**src/rtl/ps_link_sched_pkg.sv**
```systemverilog
// ps_link_sched_pkg
//   Shared definitions for the parallel-to-serial link scheduler and the
//   deserializer-side blocks: link state encodings, default slot ratio,
//   comma symbol and training length, and the grant encoding helper.
//   No ports (package).
package ps_link_sched_pkg;

    localparam int         BYTE_W         = 8;
    localparam int         RATIO_DEF      = 8;
    localparam logic [7:0] COMMA_DEF      = 8'hBC;
    localparam int         TRAIN_SYMS_DEF = 4;

    typedef enum logic {
        ST_TRAIN = 1'b0,
        ST_RUN   = 1'b1
    } link_state_t;

    typedef logic [1:0] grant_t;

    // Slot owner as one-hot {req1, req0}; 2'b00 means idle/training slot.
    function automatic grant_t grant_onehot(input logic pick0, input logic pick1);
        return {pick1, pick0};
    endfunction

endpackage

```
**src/rtl/ps_link_sched_if.sv**
```systemverilog
// ps_link_sched_if
//   Byte-lane bundle between two requesters, the scheduler and the serializer.
//   Signals:
//     req0_valid/req0_data/req0_ready  requester 0 byte handshake
//     req1_valid/req1_data/req1_ready  requester 1 byte handshake
//     ser_load   1-cycle load strobe toward the serializer
//     ser_data   byte for the current slot (comma when idle/training)
//     ser_valid  ser_data carries requester data
//     grant      one-hot slot owner, 2'b00 when idle/training
//     active     link in RUN state
//   Modports: slave = scheduler side, master = requester/serializer side.
interface ps_link_sched_if;
    import ps_link_sched_pkg::*;

    logic              req0_valid;
    logic [BYTE_W-1:0] req0_data;
    logic              req0_ready;
    logic              req1_valid;
    logic [BYTE_W-1:0] req1_data;
    logic              req1_ready;
    logic              ser_load;
    logic [BYTE_W-1:0] ser_data;
    logic              ser_valid;
    grant_t            grant;
    logic              active;

    modport slave (
        input  req0_valid, req0_data, req1_valid, req1_data,
        output req0_ready, req1_ready, ser_load, ser_data, ser_valid, grant, active
    );

    modport master (
        output req0_valid, req0_data, req1_valid, req1_data,
        input  req0_ready, req1_ready, ser_load, ser_data, ser_valid, grant, active
    );

endinterface

```
**src/rtl/ps_phase_cnt.sv**
```systemverilog
// ps_phase_cnt
//   Slot phase counter for the serial byte lane. Counts 0..RATIO-1 on every
//   clk_8f cycle and wraps; the wrap edge is the slot boundary.
//   Ports:
//     clk_8f      in   clock, all logic on posedge
//     reset       in   synchronous, active-high; phase returns to 0
//     last_phase  out  combinational, phase == RATIO-1 (slot decision cycle)
//     wrap        out  registered, high for the phase==0 cycle that follows
//                      a wraparound (low in the first slot after reset)
module ps_phase_cnt #(
    parameter int RATIO = 8
) (
    input  logic clk_8f,
    input  logic reset,
    output logic last_phase,
    output logic wrap
);

    localparam int PHASE_W = (RATIO > 1) ? $clog2(RATIO) : 1;

    logic [PHASE_W-1:0] phase;

    assign last_phase = (phase == PHASE_W'(RATIO - 1));

    always_ff @(posedge clk_8f) begin
        if (reset) begin
            phase <= '0;
            wrap  <= 1'b0;
        end else begin
            // RATIO is a power of two, so the natural rollover is the wrap.
            phase <= phase + PHASE_W'(1);
            wrap  <= last_phase;
        end
    end

endmodule

```
**src/rtl/ps_link_sched.sv**
```systemverilog
// ps_link_sched
//   Scheduler/controller in front of the parallel-to-serial converter.
//   Shares one serial byte lane between two requesters, issues the
//   1-in-RATIO byte-load strobe, and trains the link after reset by sending
//   TRAIN_SYMS comma slots before entering RUN. Idle slots carry COMMA.
//   Ports:
//     clk_8f  in   clock, all logic on posedge
//     reset   in   synchronous, active-high
//     bus     slave modport of ps_link_sched_if (requester handshakes,
//             ser_load/ser_data/ser_valid, grant, active)
//   Build option:
//     RR_FAIR_EN  defined   -> round-robin between requesters on a tie
//                 undefined -> fixed priority, requester 0 wins ties
module ps_link_sched
    import ps_link_sched_pkg::*;
#(
    parameter int         RATIO      = RATIO_DEF,
    parameter logic [7:0] COMMA      = COMMA_DEF,
    parameter int         TRAIN_SYMS = TRAIN_SYMS_DEF
) (
    input  logic             clk_8f,
    input  logic             reset,
    ps_link_sched_if.slave   bus
);

    localparam int CNT_W = $clog2(TRAIN_SYMS + 1);

    logic              last_phase;
    logic              wrap;
    link_state_t       state;
    logic [CNT_W-1:0]  train_cnt;
    logic              pick0;
    logic              pick1;
    logic              run_slot;

    logic [BYTE_W-1:0] ser_data_p1;
    logic              ser_vld_p1;
    grant_t            grant_p1;
    logic              active_p1;

`ifdef RR_FAIR_EN
    // Last requester granted: 0 = req0, 1 = req1. Starts at 1 so req0
    // takes the first tie.
    logic              rr_last;
`endif

    ps_phase_cnt #(
        .RATIO (RATIO)
    ) u_phase (
        .clk_8f     (clk_8f),
        .reset      (reset),
        .last_phase (last_phase),
        .wrap       (wrap)
    );

    // Winner selection from the current valids. A lone valid requester
    // always wins; only the tie case depends on the build option.
`ifdef RR_FAIR_EN
    assign pick1 = bus.req1_valid && (!bus.req0_valid || !rr_last);
`else
    assign pick1 = bus.req1_valid && !bus.req0_valid;
`endif
    assign pick0 = bus.req0_valid && !pick1;

    // Ready is given only in the decision cycle of a RUN slot, so a byte is
    // consumed exactly when it is committed to the next slot register.
    assign run_slot       = (state == ST_RUN) && last_phase;
    assign bus.req0_ready = run_slot && pick0;
    assign bus.req1_ready = run_slot && pick1;

    // ---- slot boundary: registered lane outputs (p1) ----
    always_ff @(posedge clk_8f) begin
        if (reset) begin
            state       <= ST_TRAIN;
            train_cnt   <= '0;
            active_p1   <= 1'b0;
            ser_data_p1 <= '0;
            ser_vld_p1  <= 1'b0;
            grant_p1    <= '0;
`ifdef RR_FAIR_EN
            rr_last     <= 1'b1;
`endif
        end else begin
            // active trails the state register by one cycle.
            active_p1 <= (state == ST_RUN);
            if (last_phase) begin
                case (state)
                    ST_TRAIN: begin
                        ser_data_p1 <= COMMA;
                        ser_vld_p1  <= 1'b0;
                        grant_p1    <= '0;
                        train_cnt   <= train_cnt + CNT_W'(1);
                        if (train_cnt == CNT_W'(TRAIN_SYMS - 1)) begin
                            state <= ST_RUN;
                        end
                    end
                    ST_RUN: begin
                        if (pick0) begin
                            ser_data_p1 <= bus.req0_data;
                        end else if (pick1) begin
                            ser_data_p1 <= bus.req1_data;
                        end else begin
                            ser_data_p1 <= COMMA;
                        end
                        ser_vld_p1 <= pick0 || pick1;
                        grant_p1   <= grant_onehot(pick0, pick1);
`ifdef RR_FAIR_EN
                        if (pick0) begin
                            rr_last <= 1'b0;
                        end else if (pick1) begin
                            rr_last <= 1'b1;
                        end
`endif
                    end
                    default: begin
                        state <= ST_TRAIN;
                    end
                endcase
            end
        end
    end

    assign bus.ser_load  = wrap;
    assign bus.ser_data  = ser_data_p1;
    assign bus.ser_valid = ser_vld_p1;
    assign bus.grant     = grant_p1;
    assign bus.active    = active_p1;

endmodule

```
**src/flat_wrapper.sv**
```systemverilog
// flat-port wrapper written by rule: the top's interface ports become plain ports
module ps_link_sched_flat import ps_link_sched_pkg::*;
#(
    parameter int         RATIO      = RATIO_DEF,
    parameter logic [7:0] COMMA      = COMMA_DEF,
    parameter int         TRAIN_SYMS = TRAIN_SYMS_DEF
)
  (clk_8f, reset, bus_req0_valid, bus_req0_data, bus_req1_valid, bus_req1_data, bus_req0_ready, bus_req1_ready, bus_ser_load, bus_ser_data, bus_ser_valid, bus_grant, bus_active);
  ps_link_sched_if bus_i ();
  input  logic clk_8f;
  input  logic reset;
  input wire logic [$bits(bus_i.req0_valid)-1:0] bus_req0_valid;
  input wire logic [$bits(bus_i.req0_data)-1:0] bus_req0_data;
  input wire logic [$bits(bus_i.req1_valid)-1:0] bus_req1_valid;
  input wire logic [$bits(bus_i.req1_data)-1:0] bus_req1_data;
  output wire logic [$bits(bus_i.req0_ready)-1:0] bus_req0_ready;
  output wire logic [$bits(bus_i.req1_ready)-1:0] bus_req1_ready;
  output wire logic [$bits(bus_i.ser_load)-1:0] bus_ser_load;
  output wire logic [$bits(bus_i.ser_data)-1:0] bus_ser_data;
  output wire logic [$bits(bus_i.ser_valid)-1:0] bus_ser_valid;
  output wire logic [$bits(bus_i.grant)-1:0] bus_grant;
  output wire logic [$bits(bus_i.active)-1:0] bus_active;
  assign bus_i.req0_valid = bus_req0_valid;
  assign bus_i.req0_data = bus_req0_data;
  assign bus_i.req1_valid = bus_req1_valid;
  assign bus_i.req1_data = bus_req1_data;
  assign bus_req0_ready = bus_i.req0_ready;
  assign bus_req1_ready = bus_i.req1_ready;
  assign bus_ser_load = bus_i.ser_load;
  assign bus_ser_data = bus_i.ser_data;
  assign bus_ser_valid = bus_i.ser_valid;
  assign bus_grant = bus_i.grant;
  assign bus_active = bus_i.active;
  ps_link_sched #(.RATIO(RATIO), .COMMA(COMMA), .TRAIN_SYMS(TRAIN_SYMS)) u_core (.clk_8f(clk_8f), .reset(reset), .bus(bus_i));
endmodule
```
**config.mk**
```make
export PLATFORM = sky130hd
export DESIGN_NAME = ps_link_sched_flat
export DESIGN_NICKNAME = d
export VERILOG_FILES = /design/src/rtl/ps_link_sched_pkg.sv /design/src/rtl/ps_link_sched_if.sv /design/src/rtl/ps_phase_cnt.sv /design/src/rtl/ps_link_sched.sv /design/src/flat_wrapper.sv
export SDC_FILE = /design/constraint.sdc
export NUM_CORES = 1
export LEC_CHECK = 0
export ABC_AREA = 1
export BUFFER_PORTS_ARGS = -buffer_cell sky130_fd_sc_hd__buf_2
export CELL_PAD_IN_SITES_DETAIL_PLACEMENT = 1
export CELL_PAD_IN_SITES_GLOBAL_PLACEMENT = 2
export CORE_AREA = 10 10 70 72
export DETAILED_ROUTE_END_ITERATION = 16
export DIE_AREA = 0 0 80 82
export GPL_TIMING_DRIVEN = 1
export PLACE_DENSITY_LB_ADDON = 0.1
export SKIP_CTS_REPAIR_TIMING = 1
export SYNTH_ARGS = -nofsm -noshare
export SYNTH_HDL_FRONTEND = slang
export SYNTH_SLANG_ARGS = --single-unit
```
**constraint.sdc**
```tcl
create_clock -name clk_8f -period 2.6 [get_ports clk_8f]
set_input_delay 0.26 -clock clk_8f [delete_from_list [all_inputs] [get_ports clk_8f]]
set_output_delay 0.26 -clock clk_8f [all_outputs]
set_load 0.005 [all_outputs]
```
# After elaboration in Yosys (flattened, before gate mapping)
# Index checks and enable logic that the tools add are counted.
[classes]
add_sub_neg = 2
eq_ne = 2
muxes = 7
n_bitwise = 1
n_reduce_logical = 9
[op_table]
columns = ["cell", "n"]
rows = [
  ["$mux W8", 2],
  ["$pmux W8 S2", 1],
  ["$add A3 B1 Y3 const B", 2],
  ["$logic_and A1 B1 Y1", 5],
  ["$pmux W2 S2", 1],
  ["$eq A3 B2 Y1 const B", 1],
  ["$eq A3 B3 Y1 const B", 1],
  ["$logic_not A1 Y1", 2],
  ["$mux W1", 2],
  ["$pmux W1 S2", 1],
  ["$reduce_and A2 Y1", 1],
  ["$logic_or A1 B1 Y1", 1],
  ["$not A1 Y1", 1],
]
[totals]
register_bits = 20
inputBits = 20

# Depth between registers and ports, before layout
# Gate-level depths: netlist of the first run.
[depth]
depth_word = 6
depth_mapped = 7
depth_no_buf = 7

# Hierarchy
# From an unflattened synthesis of the first run, not the netlist that was laid out.
[hier_totals]
hier_cells = 123
area_unflattened_um2 = 898.4
[by_module_without_submodules]
columns = ["mod", "instances", "cells_each", "area_each_um2"]
rows = [
  ["ps_link_sched", 1, 110, 767.0],
  ["ps_phase_cnt", 1, 13, 131.4],
]

# Least setup slack after synthesis of the first run
# Ideal clock, no wire load.
[synth_timing]
path_kind = "register -> output"
from = "reg u_core.u_phase.phase[0]"
to = "out bus_req1_ready"
t_arrival_ns = 1.087
slack_ns = 1.253
path_stages_with_launch = 8
path_cell_list = "dfxtp_1 > ha_1 > ha_1 > buf_6 > nand2_4 > inv_2 > nand2_1 > inv_1"
[synth_between]
elab_chain_cells = 3
[synth_lines]
columns = ["item", "line_no", "rtl"]
rows = [
  ["start, declared", "ps_phase_cnt.sv:21", "logic [PHASE_W-1:0] phase;"],
  ["start signal, assigned", "ps_phase_cnt.sv:31", "phase <= phase + PHASE_W'(1);"],
  ["$eq A3 B3 Y1", "ps_phase_cnt.sv:23", "assign last_phase = (phase == PHASE_W'(RATIO - 1));"],
  ["named net u_core.last_phase", "ps_link_sched.sv:28", "logic last_phase;"],
  ["$logic_and A1 B1 Y1", "ps_link_sched.sv:67", "assign run_slot = (state == ST_RUN) && last_phase;"],
  ["$logic_and A1 B1 Y1", "ps_link_sched.sv:69", "assign bus.req1_ready = run_slot && pick1;"],
  ["end, declared", "flat_wrapper.sv:17", "output wire logic [$bits(bus_i.req1_ready)-1:0] bus_req1_ready;"],
]
# The timed path passes the listed nets, and every way through them passes these cells.

# Worst setup path in the final report of the first run
# Same ends and word-level chain as after synthesis.

==> results of run 1 <==
-- per-layer routing --
metal | routed length (µm) | vias to the layer above | part of all wire | global-route usage
li1 | - | 447 | - | -
met1 | 1150 | 365 | 0.43 | 0.0973
met2 | 1270 | 21 | 0.48 | 0.141
met3 | 182 | 2 | 0.069 | 0.0295
met4 | 41 | 0 | 0.016 | 0.0528
met5 | 0 | - | 0 | 0
-- cells by family (layout without fill, tap and decap cells) --
logic type                 Yosys count  count (layout)  share of synthesized area
AOI/OAI and AO/OA                   17              17                      0.111
adders and majority gates            4               4                     0.0533
buffers and inverters               23              56                      0.109
DFF                                 20              20                      0.426
and+or+nand+nor                     59              59                      0.301
-- placed cells by master, fill, tap and decap left out --
cell	Yosys	routed
nor3b_2	2	2
dfxtp_1	20	20
a21oi_1	5	5
clkbuf_8	0	1
buf_2	2	34
nor2_1	24	24
nand4_1	3	3
nor2_2	1	1
clkbuf_4	0	3
inv_4	1	1
o21ai_1	2	2
nor3_2	3	3
ha_1	4	4
inv_1	14	14
a21oi_2	5	5
inv_2	3	3
o21ai_0	5	5
nand2_1	24	24
nand2_4	2	2
-- power by group through the flow --
stage	registers, mW	logic (mW)	clock network [mW]
after detailed placement	0.321	0.0469	0
after floorplan	0.320	0.0245	0
after CTS	0.314	0.0470	0.196
after global placement	0.320	0.0460	0
final	0.314	0.0452	0.182
after global routing	0.315	0.0525	0.210
-- worst max-delay path by stage --
stage	start	to	cells past startpoint
floorplan	u_core.u_phase.phase[0]	bus_req1_ready	7
finish	u_core.u_phase.phase[0]	bus_req1_ready	7
detailed placement	u_core.u_phase.phase[0]	u_core.train_cnt[0]	6
CTS	u_core.u_phase.phase[0]	bus_req1_ready	7
global route	u_core.u_phase.phase[0]	bus_req1_ready	7
global placement	u_core.u_phase.phase[0]	u_core.train_cnt[2]	6
-- worst min-delay path: stages --
cell and delay, ps:
buf_2 90, inv_1 40, nand2_1 40, nand2_1 60, a21oi_2 40
-- final cells by class --
class | count | share of cell area
Timing Repair Buffer | 34 | 0.145
Multi-Input combinational cell | 80 | 0.372
Inverter | 18 | 0.0597
Tap cell | 48 | 0.0512
Sequential cell | 20 | 0.341
Clock buffer | 4 | 0.0309
-- registers in the layout (all words and copies together), names as in the netlist --
register / cells
u_core.u_phase.wrap: 1
u_core.state: 1
u_core.bus.ser_data: 8
u_core.bus.ser_valid: 1
u_core.bus.active: 1
u_core.train_cnt: 3
u_core.u_phase.phase: 3
u_core.bus.grant: 2
==> summary.txt, run 1 <==
Synthesis
  • Sequential element share of the synthesized area: 0.426
  • FFs w/ async S/R, synth: 0
  • Synth top cells by count: nand2_1, nor2_1, dfxtp_1
  • Number of synthesized flops with an enable pin: 0
  • Post-Syn Nets: 147
  • Cells after synthesis: 123
  • Share of the synthesized area in the top cell type: 0.426
  • Ys flop type: dfxtp_1
  • Yosys top cell by area: dfxtp_1
  • Largest cells by area after synthesis: dfxtp_1, nand2_1, nor2_1, inv_1, ha_1
  • Count of cell types in the netlist: 20
  • Synthesis Warnings: 0
  • Post-synthesis cell area: 940 µm²
  • Syn_area_per_cell: 7.64 µm²
  • Synth Register Bits: 20

Placement
  • Final Wtd Congestion: 0.717
  • Port Buffer Count: 34
  • Dpl cell area: 1140 µm²
  • Placed Cells: 200
  • HPWL reported at the end of detailed placement: 2.10 mm
  • Place WS: 863 ps

Global route
  • Global route total overflow: 0
  • Largest net degree at the start of global routing: 21
  • First-pass GRT wire length: 4.44 mm
  • Initial antenna violation count: 0
  • Vias in the first global route: 952
  • Total GRT Usage: 0.0872

Worst setup path
  • Reg-to-Reg End: u_core.train_cnt[0]
  • Critical-path maximum fanout: 11
  • Most used cell, CP: ha_1
  • WP buf/inv: 3
  • R2R cell count: 6
  • Crit path kind: reg2out
  • R2R Path Start: u_core.u_phase.phase[0]
  • Worst path required time: 2340 ps
  • Register-to-register path setup slack: 880 ps
  • CP top delay family: adder cells
  • Worst EP arrival: 1770 ps
  • Crit. End Element: primary output
  • CP Launch Type: flop
  • Crit path largest cell delay: 420 ps
  • Worst path cell trace: ha_1 -> ha_1 -> nand2_4 -> inv_2 -> nand2_1 -> inv_1 -> buf_2
  • Slowest-stage cell, CP: ha_1

Pwr
  • Switch Pwr: 0.125 mW
  • Clock power frac: 0.336
  • Switching Fraction: 0.232
  • Pwr dens: 461 nW/µm²
  • Final Power: 0.541 mW
  • Leak pwr: 0.598 nW
  • Reg power frac: 0.580
  • Comb pwr share: 0.084
  • Max VDD drop: 0.121 mV
  • Pint: 0.416 mW

Drt
  • Drt pass-1 iters: 3
  • Drt drc: 0
  • DRT Wirelength: 2.64 mm
  • Starting DRT DRC Count: 32
  • Remaining antenna violation count: 0
  • Routed len/inst: 12.9 µm
  • Vias per cell: 4.09
  • Total vias in the final route: 835

Floorplanning
  • DIE HEIGHT: 82 µm
  • Die Area: 6560 µm²
  • Core area: 3580 µm²
  • Chip width: 80 µm
  • Floorplan row count: 22
  • # IOs: 35
  • Initial core utilization: 0.263

Final layout
  • Register area: 400 µm²
  • Area occupied by multi-input gates: 437 µm²
  • Area Overhead vs Synth: 24.9%
  • Non-Filler Instances: 204
  • Final Instance Area: 1170 µm²
  • Fin nets: 181
  • Filler Cell Count: 465
  • Layout cells sized above 1: 0.353
  • Antenna Cells: 0
  • Final core utilization: 0.328

Clock network
  • Num CTS Buffers: 3
  • CTS Sinks: 20
  • CTS clk-pin slew, worst paths: 120 ps
  • CTS H-tree depth: 1
  • Clk_lat worst skew: 300 ps
  • Clock buffer depth: 2
  • CTS tree: built
  • Clk root buf: clkbuf_4

STA
  • Period utilization: 0.780
  • Unrepaired setup endpoints after global routing: no
  • Max Fclk: 493 MHz
  • Worst hold slack: 268 ps
  • Fin. max-slew vios: 0
  • Worst slew pin tran: 439 ps
  • Slew margin rel.: 0.707
  • Final TNS setup: 0 ps
  • Final worst path period need: 2030 ps
  • Final WS setup: 573 ps
  • # setup viols final: 0
  • Clock Skew: 5.70 ps
  • Fin. Hold Viols: 0

Worst hold path
  • HP Class: in2reg
  • WHS Endpoint: u_core.bus.ser_data[5]
  • HP Start: bus_req1_data[5]
  • Hold Path Stages: 5

Flow run
  • MaxCap Viol Count: 0

Status
  • Status: finished, final reports clean
Note: power is estimated with default switching activity, not from simulation.
==> run 2, diff against run 1 <==
--- a/config.mk
+++ b/config.mk
@@ -9,9 +9,9 @@
 export BUFFER_PORTS_ARGS = -buffer_cell sky130_fd_sc_hd__buf_2
 export CELL_PAD_IN_SITES_DETAIL_PLACEMENT = 1
 export CELL_PAD_IN_SITES_GLOBAL_PLACEMENT = 2
-export CORE_AREA = 10 10 70 72
+export CORE_AREA = 10 10 75 77
 export DETAILED_ROUTE_END_ITERATION = 16
-export DIE_AREA = 0 0 80 82
+export DIE_AREA = 0 0 85 87
 export GPL_TIMING_DRIVEN = 1
 export PLACE_DENSITY_LB_ADDON = 0.1
 export SKIP_CTS_REPAIR_TIMING = 1
==> constraint.sdc (replaced) <==
create_clock -name clk_8f -period 1.7 [get_ports clk_8f]
set_input_delay 0.17 -clock clk_8f [delete_from_list [all_inputs] [get_ports clk_8f]]
set_output_delay 0.17 -clock clk_8f [all_outputs]
set_load 0.005 [all_outputs]
==> summary.txt, run 2 (synthesis gave the netlist of run 1 again) <==
Status
  • Status: finished, final reports clean

Floorplanning
  • # IOs: 35 (unchanged)
  • Floorplan row count: 24 (+9.1%)
  • DIE HEIGHT: 87 µm (+6.1%)
  • Die Area: 7400 µm² (+13%)
  • Core area: 4230 µm² (+18%)
  • Initial core utilization: 0.222 (-0.0407)
  • Chip width: 85 µm (+6.3%)

STA
  • Period utilization: 0.921
  • Max Fclk: 639 MHz
  • Unrepaired setup endpoints after global routing: no
  • Final WS setup: 135 ps (-438 ps)
  • Final TNS setup: 0 ps (unchanged)
  • Fin. Hold Viols: 0 (unchanged)
  • Worst slew pin tran: 448 ps (+8.92 ps)
  • Slew margin rel.: 0.702 (-0.00595)
  • # setup viols final: 0 (unchanged)
  • Final worst path period need: 1560 ps
  • Fin. max-slew vios: 0 (unchanged)
  • Clock Skew: 1.83 ps (-3.87 ps)

Flow run
  • MaxCap Viol Count: 0 (unchanged)

Worst setup path
  • CP Launch Type: flop
  • Crit path kind: reg2out
  • Crit. End Element: primary output
  • Worst EP arrival: 1390 ps (-380 ps)
  • Slowest-stage cell, CP: dfxtp_1
  • Crit path largest cell delay: 320 ps (-100 ps)
  • Most used cell, CP: ha_1
  • Worst path required time: 1530 ps (-810 ps)
  • Worst path cell trace: ha_1 -> ha_1 -> nand2_4 -> inv_2 -> nand2_1 -> inv_1 -> buf_2
  • Critical-path maximum fanout: 3 (-8)

Drt
  • Remaining antenna violation count: 0 (unchanged)
  • Total vias in the final route: 873 (+4.6%)
  • Drt drc: 0 (unchanged)
  • Starting DRT DRC Count: 25 (-22%)
  • DRT Wirelength: 2.71 mm (+3.0%)
  • Routed len/inst: 12.9 µm (about the same)
  • Drt pass-1 iters: 2 (-1)
  • Vias per cell: 4.16 (+1.6%)

Global route
  • GR peak layer: met2
  • Initial antenna violation count: 0 (unchanged)
  • Largest net degree at the start of global routing: 21 (unchanged)
  • Routing usage on met3: 0.0328 (+0.00330)
  • Global Route met1 Usage: 0.0808 (-0.0166)
  • Grt met2 use: 0.135 (-0.00637)
  • First-pass GRT wire length: 4.62 mm (+3.9%)
  • Global route total overflow: 0 (unchanged)
  • Total GRT Usage: 0.0771 (-0.0101)
  • Vias in the first global route: 977 (+2.6%)

Clock network
  • Num CTS Buffers: 3 (unchanged)
  • Clk root buf: clkbuf_8
  • Clock buffer depth: 2 (unchanged)
  • CTS clk-pin slew, worst paths: 70 ps (-50 ps)
  • CTS H-tree depth: 1 (unchanged)
  • CTS tree: built
  • CTS Sinks: 20 (unchanged)
  • Clk_lat worst skew: 250 ps (-50 ps)

Final layout
  • Antenna Cells: 0 (unchanged)
  • Number of flip-flops in the largest register: 8 (unchanged)
  • Most frequent cells in the layout: buf_2, nand2_1, nor2_1
  • Filler Cell Count: 557 (+20%)
  • Layout cells sized above 1: 0.361 (+0.00820)
  • Fin nets: 184 (+1.7%)
  • Area occupied by multi-input gates: 437 µm² (unchanged)
  • Area Overhead vs Synth: 28.4%
  • Leading cell type in the layout, fill and taps excluded: buf_2
  • Register area: 400 µm² (unchanged)

Pwr
  • Leak pwr: 0.612 nW (+2.4%)
  • Pwr dens: 710 nW/µm² (+54%)
  • Max VDD drop: 0.239 mV (+98%)

Worst hold path
  • HP Class: in2reg

Placement
  • Port Buffer Count: 34 (unchanged)
  • HPWL reported at the end of detailed placement: 2.20 mm (+5.0%)
  • Final Wtd Congestion: 0.719 (+0.28%)
  • Place WS: 267 ps (-596 ps)
[run 2: changes by cell type in the layout (fill, tap and decap cells not counted)]
| cell | delta |
|---|---|
| buf_4 | +3 |
| clkbuf_4 | -3 |
| clkbuf_8 | +2 |
[run 2: path summary, 6_finish.rpt]
| check | startpoint | end | slack (ps) | depth (start not counted) |
|---|---|---|---|---|
| worst max-delay path | u_core.u_phase.phase[0] | bus_req1_ready | 140 | 7 |
| worst min-delay path | bus_req1_valid | u_core.bus.ser_valid | 240 | 3 |
| worst max register to register | u_core.u_phase.phase[0] | u_core.bus.ser_data[3] | 290 | 7 |
| worst min register to register | u_core.u_phase.phase[0] | u_core.u_phase.phase[0] | 430 | 1 |
[run 2: area by class of cell]
cell class / instances / area share
inverter: 18 / 0.0581
sequential: 20 / 0.332
timing repair buffer: 37 / 0.160
tap: 52 / 0.0539
multi-input combinational: 80 / 0.362
clock buffer: 3 / 0.0342
[run 2: per-layer routing]
metal,vias to the layer above,share of wire
met2,17,0.51
met3,2,0.073
met5,-,0
li1,450,-
met4,0,0.0052
met1,404,0.41
[run 2: through the flow]
step	cell area [µm²]	util	total power, mW	hold WS [ps]	instances
finish	1210	0.285	0.856	237	210
global route	1210	0.285	0.906	251	210
CTS	1200	0.283	0.875	240	209
detailed placement	1160	0.273	0.564	437	206
global placement	1160	0.273	0.562	406	206
floorplan	940	-	0.527	334	123
[run 2: worst max-delay path: cells and delay by family, from the launching register on]
family | cells | cell delay (ps)
adders and majority gates | 2 | 450
buffers and inverters | 3 | 200
and+or+nand+nor | 2 | 170
DFF | 1 | 320
[run 2: where the power goes]
group / internal [mW] / switching [mW] / total, mW
logic: 0.0292 / 0.0408 / 0.0700
registers: 0.476 / 0.00339 / 0.480
clock network: 0.158 / 0.149 / 0.306
total: 0.663 / 0.193 / 0.856
